File: src/rtl/fnd_pkg.sv
// Shared constants and types for the 4-digit 7-segment (FND) display path.
// Segment patterns are active-low, bit order {dp,g,f,e,d,c,b,a}; dp is always off.
package fnd_pkg;

  localparam int DIGIT_W = 4;
  localparam int SEG_W   = 8;
  localparam int SEL_W   = 2;
  localparam int NIBBLE_W = 4;

  typedef logic [DIGIT_W-1:0] digit_t;
  typedef logic [SEG_W-1:0]   seg_t;

  localparam seg_t SEG_0 = 8'hC0;
  localparam seg_t SEG_1 = 8'hF9;
  localparam seg_t SEG_2 = 8'hA4;
  localparam seg_t SEG_3 = 8'hB0;
  localparam seg_t SEG_4 = 8'h99;
  localparam seg_t SEG_5 = 8'h92;
  localparam seg_t SEG_6 = 8'h82;
  localparam seg_t SEG_7 = 8'hF8;
  localparam seg_t SEG_8 = 8'h80;
  localparam seg_t SEG_9 = 8'h90;
  localparam seg_t SEG_A = 8'h88;
  localparam seg_t SEG_B = 8'h83;
  localparam seg_t SEG_C = 8'hC6;
  localparam seg_t SEG_D = 8'hA1;
  localparam seg_t SEG_E = 8'h86;
  localparam seg_t SEG_F = 8'h8E;

  localparam seg_t   SEG_BLANK = 8'hFF;
  localparam digit_t DIGIT_OFF = 4'hF;

  // Active-low one-hot anode enable; an unknown index falls through to all-off.
  function automatic digit_t digit_decode(input logic [SEL_W-1:0] sel);
    digit_t d;
    d = DIGIT_OFF;
    case (sel)
      2'd0:    d = 4'b1110;
      2'd1:    d = 4'b1101;
      2'd2:    d = 4'b1011;
      2'd3:    d = 4'b0111;
      default: d = DIGIT_OFF;
    endcase
    return d;
  endfunction

endpackage

File: src/rtl/fnd_font_rom.sv
// Combinational hex-nibble to active-low 7-segment font lookup.
// An unknown nibble maps to a blank pattern so the display never shows X.
module fnd_font_rom
  import fnd_pkg::*;
(
  input  logic [NIBBLE_W-1:0] value,
  output seg_t                font
);

  always_comb begin
    font = SEG_BLANK;
    case (value)
      4'h0:    font = SEG_0;
      4'h1:    font = SEG_1;
      4'h2:    font = SEG_2;
      4'h3:    font = SEG_3;
      4'h4:    font = SEG_4;
      4'h5:    font = SEG_5;
      4'h6:    font = SEG_6;
      4'h7:    font = SEG_7;
      4'h8:    font = SEG_8;
      4'h9:    font = SEG_9;
      4'hA:    font = SEG_A;
      4'hB:    font = SEG_B;
      4'hC:    font = SEG_C;
      4'hD:    font = SEG_D;
      4'hE:    font = SEG_E;
      4'hF:    font = SEG_F;
      default: font = SEG_BLANK;
    endcase
  end

endmodule

File: src/rtl/bcd_to_fnd_decoder.sv
// FND driver: digit-select decode plus font lookup, gated by one enable,
// with both outputs loaded on the same clock edge.
module bcd_to_fnd_decoder
  import fnd_pkg::*;
(
  input  logic                clk,
  input  logic                reset_n,
  input  logic                i_en,
  input  logic [SEL_W-1:0]    i_digitSelect,
  input  logic [NIBBLE_W-1:0] i_value,
  output logic [DIGIT_W-1:0]  o_digit,
  output logic [SEG_W-1:0]    o_font
);

  seg_t   rom_font;
  digit_t digit_next;
  seg_t   font_next;
  digit_t digit_reg;
  seg_t   font_reg;

  fnd_font_rom u_font_rom (
    .value (i_value),
    .font  (rom_font)
  );

  // An unknown enable takes the else path in simulation, which blanks the display.
  always_comb begin
    digit_next = DIGIT_OFF;
    font_next  = SEG_BLANK;
    if (i_en == 1'b1) begin
      digit_next = digit_decode(i_digitSelect);
      font_next  = rom_font;
    end
  end

  always_ff @(posedge clk or negedge reset_n) begin
    if (!reset_n) begin
      digit_reg <= DIGIT_OFF;
      font_reg  <= SEG_BLANK;
    end else begin
      digit_reg <= digit_next;
      font_reg  <= font_next;
    end
  end

  assign o_digit = digit_reg;
  assign o_font  = font_reg;

endmodule

File: config.mk
export PLATFORM = sky130hd
export DESIGN_NAME = bcd_to_fnd_decoder
export DESIGN_NICKNAME = d
export VERILOG_FILES = /design/src/rtl/fnd_pkg.sv /design/src/rtl/fnd_font_rom.sv /design/src/rtl/bcd_to_fnd_decoder.sv
export SDC_FILE = /design/constraint.sdc
export NUM_CORES = 1
export LEC_CHECK = 0
export CORE_MARGIN = 4
export CORE_UTILIZATION = 39
export DETAILED_ROUTE_END_ITERATION = 8
export MAX_ROUTING_LAYER = met4
export PLACE_DENSITY = 0.69
export SYNTH_ARGS = -nofsm -noshare
export SYNTH_HDL_FRONTEND = slang
export SYNTH_SLANG_ARGS = --single-unit
export TNS_END_PERCENT = 50
File: constraint.sdc
create_clock -name clk -period 0.8 [get_ports clk]
set_input_delay 0.24 -clock clk [delete_from_list [all_inputs] [get_ports clk]]
set_output_delay 0.24 -clock clk [all_outputs]
set_load 0.05 [all_outputs]
== Word-level counts from Yosys, hierarchy flattened ==
Memories as Yosys holds them, arrays and structs flattened.
Index checks and enable logic that the tools add are counted.
Widths: inputs -> output; s select.

* Output and inout bits: 12
* Flip-flop bits (word level): 12
* Memory bits (read-only): 112
* Memories kept: 1
* Bits of input ports: 9

* Muxes and demuxes: 3
* Equality and inequality tests: 3
* Reduce and logical (&&, ||, !) cells: 1

{| class="wikitable"
|+ Memories
! memory !! words !! width !! rd ports !! clocked after Yosys merged registers in !! write ports !! RTL line !! RTL
|-
| (no name shown) || 16 || 7 || 1 || 0 || 0 || fnd_font_rom.sv:12 || <nowiki>case (value)</nowiki>
|}

{| class="wikitable"
|+ Operators by type and width
! kind !! number
|-
| $pmux 4 s4 || 1
|-
| $mux 8 || 1
|-
| $eq 2x2->1 const B || 2
|-
| $mux 4 || 1
|-
| $eq 2x1->1 const B || 1
|-
| $logic_not 2->1 || 1
|}

== Depth between registers and ports, before layout ==
Gate-level depths: netlist (run 1).

* Word-level depth: 3
* Depth in mapped cells: 5
* Depth with buffers taken out: 5

== Hierarchy ==
From an unflattened synthesis (run 1), not the netlist that was laid out.

* Cells, all modules: 59
* Area, all modules: 685.7 sq um

{| class="wikitable"
|+ Modules (own cells, without submodules)
! module !! times used !! cells each !! area an instance (sq um)
|-
| bcd_to_fnd_decoder || 1 || 25 || 399.1
|-
| fnd_font_rom || 1 || 34 || 286.5
|}

== Worst setup path after synthesis (run 1) ==
OpenSTA, ideal clock, no wires.

* Kind: input port to flip-flop
* Start: input i_value[0]
* End: register font_reg[1], in the netlist o_font[1]
* Data arrival time: 0.912 ns
* Cell stages on the path: 5
* Library setup time: 0.091 ns
* Buffers on the path: 0
* Setup slack: -0.203 ns
* Cells stage by stage: inv_1 -> ha_1 -> nand2b_1 -> a21boi_0 -> o211ai_1

* Word-level cells in the longest chain between the ends: 2

{| class="wikitable"
|+ RTL lines
! element !! RTL line !! RTL
|-
| start: declaration || bcd_to_fnd_decoder.sv:10 || <nowiki>input logic [NIBBLE_W-1:0] i_value,</nowiki>
|-
| $mem_v2 16x7 || -- ||
|-
| $mux 8 || bcd_to_fnd_decoder.sv:30 || <nowiki>if (i_en == 1'b1) begin</nowiki>
|-
| via font_next[1] || bcd_to_fnd_decoder.sv:17 || <nowiki>seg_t font_next;</nowiki>
|-
| end signal: assignment || bcd_to_fnd_decoder.sv:42 || <nowiki>font_reg <= font_next;</nowiki>
|-
| end: declaration || bcd_to_fnd_decoder.sv:19 || <nowiki>seg_t font_reg;</nowiki>
|}

The timed path passes the listed nets, and every way through them passes these cells.

== Worst setup path in the final report (run 1) ==
* Start: register font_reg[4], in the netlist o_font[4]
* End: output o_font[4]

{| class="wikitable"
|+ RTL lines
! element !! RTL line !! RTL
|-
| end: declaration || bcd_to_fnd_decoder.sv:12 || <nowiki>output logic [SEG_W-1:0] o_font</nowiki>
|}

No word-level cell between the ends.

==> results of run 1 <==
timing repair:
item | 4_1_cts | 5_1_grt
gates resized for setup | 44 | 2
endpoints found under the setup margin | 22 | 18
setup buffers | 5 | 0
pin swaps | 9 | 3
power breakdown:
group	switching [mW]	total [mW]	internal, mW
clock network	0.163	0.356	0.192
registers	0.0299	0.651	0.621
logic	0.334	0.676	0.342
flip-flops by register name (all words and copies together), names as in the netlist:
register and flops:
o_font 7, o_digit 4
cells in the final DEF, fill, tap and decap left out, types with 2 or more instances in the layout:
master / Yosys / final
buf_12: 0 / 12
dfstp_2: 11 / 11
buf_6: 1 / 9
buf_4: 1 / 9
ha_4: 0 / 7
o211ai_1: 4 / 4
mux2i_1: 3 / 3
nand2b_4: 0 / 3
nand3_1: 4 / 3
clkbuf_4: 0 / 3
dlygate4sd2_1: 0 / 3
inv_2: 1 / 2
o21ai_1: 2 / 2
a21boi_2: 0 / 2
nand3b_1: 2 / 2
through the flow:
step	setup WS [ns]	total power, mW
2_1_floorplan	-0.181	0.918
3_3_place_gp	-0.771	1.22
3_5_place_dp	-0.842	1.24
4_1_cts	-0.393	1.67
5_1_grt	-0.413	1.76
6_report	-0.382	1.68
routing by layer:
| layer | vias up | global-route usage | share of wire |
|---|---|---|---|
| li1 | 263 | - | - |
| met1 | 269 | 0.194 | 0.35 |
| met2 | 19 | 0.369 | 0.57 |
| met3 | 4 | 0.0338 | 0.074 |
| met4 | 0 | 0.0484 | 0.012 |
| met5 | - | - | 0 |
cell families (layout without fill, tap and decap cells):
group,after synthesis,in the layout
other cells,1,1
flops,11,11
compound gates,11,11
buf+inv,6,45
simple gates,13,13
fa+ha+maj,7,7
mux,4,4
how the worst max path moves through the flow:
stage,startpoint,endpoint,slack (ns)
floorplan,i_value[0],o_font[1],-0.18
global placement,i_value[1],o_font[1],-0.77
detailed placement,i_value[1],o_font[1],-0.84
CTS,o_font[4],o_font[4],-0.39
global route,o_font[5],o_font[5],-0.41
finish,o_font[4],o_font[4],-0.38
area by class of cell:
class,instances,area [um2],share of cell area
multi-input combinational,36,443,0.344
clock buffer,4,26.3,0.0204
tap,16,20.0,0.0155
inverter,3,23.8,0.0184
sequential,11,289,0.224
timing repair buffer,38,487,0.378
==> flow_summary.ini, run 1 <==
[critical_path]
cp_slowest_cell = dfstp_2
cp.required_ns = 0.56
start_kind = flop
path_delay_family = flip-flops
path_class = flop to primary output
cp.arrival_ns = 0.94
path_cells = buf_12
crit_cells = 1
critPathMaxFanout = 1
path_buf_inv = 1
crit_path_max_incr_delay_ns = 0.55
cp-end-kind = primary output

[status]
status = finished, violations left
violations = setup timing

[worst_hold_path]
min_to = o_digit[0]
min-delay-start = i_digitSelect[0]
hold_path_class = primary input to flop
min_path_cells = 2

[route]
drtPass1Iterations = 3
drt-initial-drc-count = 15
ant_nets = 0
drc = 0
viasPerCell = 5.14
vias = 555
routedWlPerCell_um = 16.4
routed_wl_mm = 1.77

[clocking]
holdBufCountCts = 0
clockBufferDepth = 2
cts_buffers = 3
clock-sinks = 11
htreeDepth = 1
clk_pin_slew_ns = 0.06
cts_tree = done
root_buffer = clkbuf_4

[synth]
synth-compound-area-share = 0.149
synthTopCellsByCount = 11 x dfstp_2, 7 x ha_1, 4 x nand3_1, 4 x o211ai_1
synth_top_area_cell = dfstp_2
ys_seq_area_frac = 0.464
synth_flop_cell = dfstp_2
netlist_instances = 53
synthXorXnorAreaFrac = 0
synth_area_leaders = dfstp_2 46%, ha_1 14%, mux2i_1 4.8%
ys_types = 23
synth_top_family_by_area = compound AO/OA/AOI/OAI gates
synth_edf_count = 0
synth-simple-area-share = 0.118
synth-seq-cells = 11
synth_fa_ha_area_frac = 0.141
syn-cell-area_um2 = 623
syn-num-nets = 69
synth_top_cell_area_share = 0.464
synth.area.mux_share = 0.0663
synth.most_common_cell = dfstp_2
syn_avg_cell_area_um2 = 11.8
postSynth.asyncResetShare = 1.00
ys_warn_count = 0

[timing]
hold_viol_final = 0
drv_slew = 0
setup_tns_ns = -4.65
hold_slack_ns = 0.364
fin_ws_ns = -0.382
grt_setup_unrepaired = yes
setup_viol = 18
layout_min_cycle_time_ns = 1.18
max_freq_mhz = 846
period_share = 1.48

[global_route]
grt_pass1_wl_mm = 2.94
grt_max_degree = 12
grt_pass1_vias = 627
grt_usage = 0.191
gr-total-overflow = 0
antenna_found_initial = 0

[finish]
final_util = 0.855
fill_cells = 73
drive_above_1_share = 0.750
fin_area_um2 = 1290
antenna_cells = 0
num-nets-final = 109
syn_to_final_growth_pct = 107
fin_cells = 108

[pwr]
vdd_drop_max_v = 0.00105
power.leakage_nw = 0.551
cellPowerDensity_nw_per_um2 = 1310

[die]
ios = 21
start_util = 0.414
die_y_um = 48.0
dieWidth_um = 48.0
core_region_area_um2 = 1510
std_cell_rows = 14
die_area_um2 = 2300

[place]
portBuffers = 19
placed_cells = 99
globalplace.congestion = 0.798
postPlaceCellArea_um2 = 1080
hpwl_mm = 1.23

[job]
drv_cap = 0
(Power assumes the default switching activity.)
==> inputs of run 2 (changes only) <==
- CTS_CLUSTER_DIAMETER: unset -> 200
==> results of run 2 <==
Final layout, timing and power as in run 1 (identical DEF).
==> RTL edit 1 (config.mk and constraints of run 2) <==
The package constant `NIBBLE_W` goes from 4 to 5.
--- a/src/rtl/fnd_pkg.sv
+++ b/src/rtl/fnd_pkg.sv
@@ -7,3 +7,3 @@
   localparam int SEL_W   = 2;
-  localparam int NIBBLE_W = 4;
+  localparam int NIBBLE_W = 5;
 
Interface: changed (resized i_value); port bits go from 21 to 22. No check against the original RTL was run, so the function may have changed too.
==> RTL edit 1 against run 2 <==
The flow still finishes with violations (negative setup slack); wire length rose by 5.4%; design area rose by 4.1%; cell count rose by 4.6%; worst setup slack improved by 0.0038 ns; synthesized area rose by 1.8%; sequential cell count did not move; power fell by 3.3%; critical endpoint is now o_digit[1]; largest cell class unchanged; highest routed layer unchanged.
==> RTL edit 1: results (changes against run 2) <==
- Adder-cell share of the synthesized area: 0.138 (-0.00250)
- I/O Buffers: 20 (+1)
- Hold Startpoint: i_digitSelect[0]
- Fraction of layout cells with a size suffix above 1: 0.753 (+0.00258)
- Ys Warns: 0 (unchanged)
- Clock Path Buffers: 2 (unchanged)
- Finish-stage setup viols: 18 (unchanged)
- Post-synthesis compound-gate area fraction: 0.152 (+0.00328)
- Outcome: finished with violations
- Highest cell delay on the worst timing path: 0.55 ns (about the same)
- Vias in the first global route: 639 (+1.9%)
- WHS: 0.349 ns (-0.0142 ns)
- Max FO, Critical Path: 1 (unchanged)
- Dpl hpwl: 1180 um (-4.5%)
- Synth Net Count: 70 (+1.4%)
- Commonest cells post-synth: dfstp_2 (11), ha_1 (7), nand3_1 (4), o211ai_1 (4), mux2i_1 (3)
- CP delay by family, top: flip-flops
- CP arrival: 0.94 ns (about the same)
- Synth top area cells: dfstp_2 (46%), ha_1 (14%), mux2i_1 (4.7%)
- Synth cell types: 25 (+8.7%)
- Total wire length: 1870 um (+5.4%)
- First-pass GRT wire length: 3040 um (+3.3%)
- Max FFs per register: 7 (unchanged)
- Total negative setup slack: -4.71 ns (-0.0641 ns)
- Largest family of logic cells by synthesized area: compound AO/OA/AOI/OAI gates
- Largest net degree at the start of global routing: 12 (unchanged)
- Initial DRC count: 3 (-12)
- Initial antenna violation count: 0 (unchanged)
- Num CTS Buffers: 3 (unchanged)
- Clk root buf: clkbuf_4
- Static leakage: 0.000576 uW (+4.6%)
- GRT Total Usage: 0.177 (-0.0148)
- Nets: 115 (+5.5%)
- HP Class: input pin to register
- Mux contribution to synthesized area: 0.0651 (-0.00118)
- WHS Path Cells: 2 (unchanged)
- Antenna diode count: 0 (unchanged)
- Vias per cell: 5.27 (+2.5%)
- DRT Pass-1 Iters: 4 (+1)
- DP Area: 1200 sq um (+11%)
- Final setup margin: -0.378 ns (+0.00383 ns)
- Synth Area in XOR/XNOR: 0 (unchanged)
- Slowest cell on crit path: dfstp_2
- Fillers: 65 (-11%)
- Sequential share of the synthesized area: 0.456 (-0.00823)
- RePlAce Congestion: 0.886 (+11%)
- Htree depth: 1 (unchanged)
- Clk slew on worst S/H paths: 0.06 ns (about the same)
- Worst Hold End: o_digit[0]$_DFF_PN1_
- Async SR Flop Fraction: 1.00 (unchanged)
- VDD IR-drop max: 837 uV (-20%)
- Failing checks: negative setup slack
RTL edit 1: cell families (layout without fill, tap and decap cells):
kind of cell    after synthesis  in the layout
simple gates                 14             14
buf+inv                       5             49
flops                        11             11
compound gates               11             11
other cells                   1              1
fa+ha+maj                     7              7
mux                           4              4
RTL edit 1: report_power, final:
part / switching, uW / internal (uW)
Sequential: 22.7 / 608
Combinational: 310 / 333
Clock: 162 / 192
RTL edit 1: layout make-up:
cell class,count,area (sq um),share of cell area
Tap cell,16,20.0,0.0149
Clock buffer,4,26.3,0.0196
Sequential cell,11,289,0.215
Multi-Input combinational cell,37,444,0.331
Timing Repair Buffer,42,522,0.389
Inverter,3,40.0,0.0299
RTL edit 1: repair_timing:
action / CTS / global route
setup buffers: 4 / 0
hold buffers: 0 / 0
pin swaps: 6 / 2
gates resized for setup: 33 / 2
setup endpoints to repair: 19 / 18
RTL edit 1: how the worst max path moves through the flow:
stage	startpoint	to	slack, ns	depth (start not counted)
floorplan	i_value[0]	o_font[1]$_DFF_PN1_	-0.13	5
global placement	i_value[1]	o_font[1]$_DFF_PN1_	-0.83	7
detailed placement	i_value[1]	o_font[1]$_DFF_PN1_	-0.86	7
CTS	o_digit[1]$_DFF_PN1_	o_digit[1]	-0.40	1
global route	o_digit[1]$_DFF_PN1_	o_digit[1]	-0.41	1
finish	o_digit[1]$_DFF_PN1_	o_digit[1]	-0.38	1
RTL edit 1: metal layers:
metal / GRT usage / up-vias / wire length [um]
met4: 0.180 / 0 / 76
met3: 0.0429 / 6 / 83
met2: 0.278 / 25 / 1040
li1: - / 278 / -
met1: 0.169 / 286 / 669
met5: - / - / 0
RTL edit 1: through the flow:
stage / std cells / setup slack [ns]
floorplan: 53 / -0.131
global placement: 105 / -0.828
detailed placement: 105 / -0.864
CTS: 113 / -0.399
global route: 113 / -0.409
finish: 113 / -0.378
==> RTL edit 2 (flow settings as in run 2) <==
Without the edit above. Put one more register stage on the output `o_digit`, cleared by the reset. The value now appears one clock later. The other outputs are not delayed to match.
--- a/src/rtl/bcd_to_fnd_decoder.sv
+++ b/src/rtl/bcd_to_fnd_decoder.sv
@@ -45,3 +45,9 @@
 
-  assign o_digit = digit_reg;
+  always_ff @(posedge clk or negedge reset_n) begin
+    if (!reset_n) begin
+      o_digit <= '0;
+    end else begin
+      o_digit <= digit_reg;
+    end
+  end
   assign o_font  = font_reg;
Behaviour: not the same (a bounded check fails within 4 cycles, from zero or initial values and one cycle with reset_n low).
==> RTL edit 2 against run 2 <==
The flow still finishes with violations (negative setup slack); sequential power grew 32%; wire length down 16%; design area up 5.4%; synthesized area rose by 16%; core utilization shrank 7.7 points; power up 13%; first-iteration DRC count is 67% lower; worst hold slack got worse by 0.072 ns; cell count grew 10%; worst setup slack got worse by 0.017 ns; sequential cell count rose by 4; critical endpoint unchanged; sequential share of layout area increased by 6.2 points; critical path depth stayed put.
==> RTL edit 2: results (changes against run 2) <==
- Vias in the first global route: 581 (-7.3%)
- Synth Net Count: 73 (+5.8%)
- Number of signal-net buffers in the layout: 36 (-5.3%)
- Syn Inst Count: 57 (+7.5%)
- Pre-CTS setup slack: -0.789 ns (+0.0535 ns)
- Commonest cells post-synth: dfstp_2 (11), ha_1 (7), dfrtp_1 (4), nand3_1 (4), o211ai_1 (4)
- Nets: 111 (+1.8%)
- Total wire length: 1500 um (-16%)
- Synth top area cells: dfstp_2 (40%), dfrtp_1 (14%), ha_1 (12%)
- WHS: 0.292 ns (-0.0718 ns)
- Fraction of layout cells with a size suffix above 1: 0.691 (-0.0585)
- Setup Buffers After CTS: 0 (-5)
- VDD IR-drop max: 677 uV (-35%)
- First-pass GRT wire length: 2580 um (-12%)
- Sequential share of the synthesized area: 0.538 (+0.0742)
- Design Area, Final: 1360 sq um (+5.4%)
- Static leakage: 0.000574 uW (+4.3%)
- Multi-input logic area: 417 sq um (-5.9%)
- RePlAce Congestion: 0.787 (-1.4%)
- Failing checks: negative setup slack
- DRT Pass-1 Iters: 4 (+1)
- Initial DRC count: 5 (-10)
- DP Area: 1210 sq um (+12%)
- Dpl hpwl: 1180 um (-4.7%)
- Vias per cell: 4.68 (-8.9%)
- Final setup margin: -0.398 ns (-0.0165 ns)
- Outcome: finished with violations
- Seq/total area: 0.286 (+0.0621)
- Largest net degree at the start of global routing: 16 (+4)
- Reg power frac: 0.453 (+0.066)
- Finish-stage setup viols: 17 (-1)
- Total negative setup slack: -4.11 ns (+0.535 ns)
-- RTL edit 2: cell families (layout without fill, tap and decap cells) --
family / Yosys count / in the layout / share of synthesized area
compound gates: 11 / 11 / 0.128
fa+ha+maj: 7 / 7 / 0.121
buf+inv: 6 / 43 / 0.0484
flops: 15 / 15 / 0.538
mux: 4 / 4 / 0.0571
other cells: 1 / 1 / 0.00519
simple gates: 13 / 13 / 0.102
-- RTL edit 2: routing by layer --
| metal | track usage | up-vias | part of all wire | wire [um] |
|---|---|---|---|---|
| li1 | - | 275 | - | - |
| met1 | 0.140 | 267 | 0.37 | 556 |
| met2 | 0.240 | 13 | 0.58 | 870 |
| met3 | 0.0262 | 2 | 0.036 | 54 |
| met4 | 0.0942 | 0 | 0.011 | 17 |
| met5 | - | - | 0 | 0 |
-- RTL edit 2: power groups by stage --
stage               Clock, uW  Combinational [uW]  Sequential [uW]
floorplan                   0                 144              987
global placement            0                 572              872
detailed placement          0                 584              874
CTS                       415                 638              862
global route              434                 681              865
finish                    392                 645              861
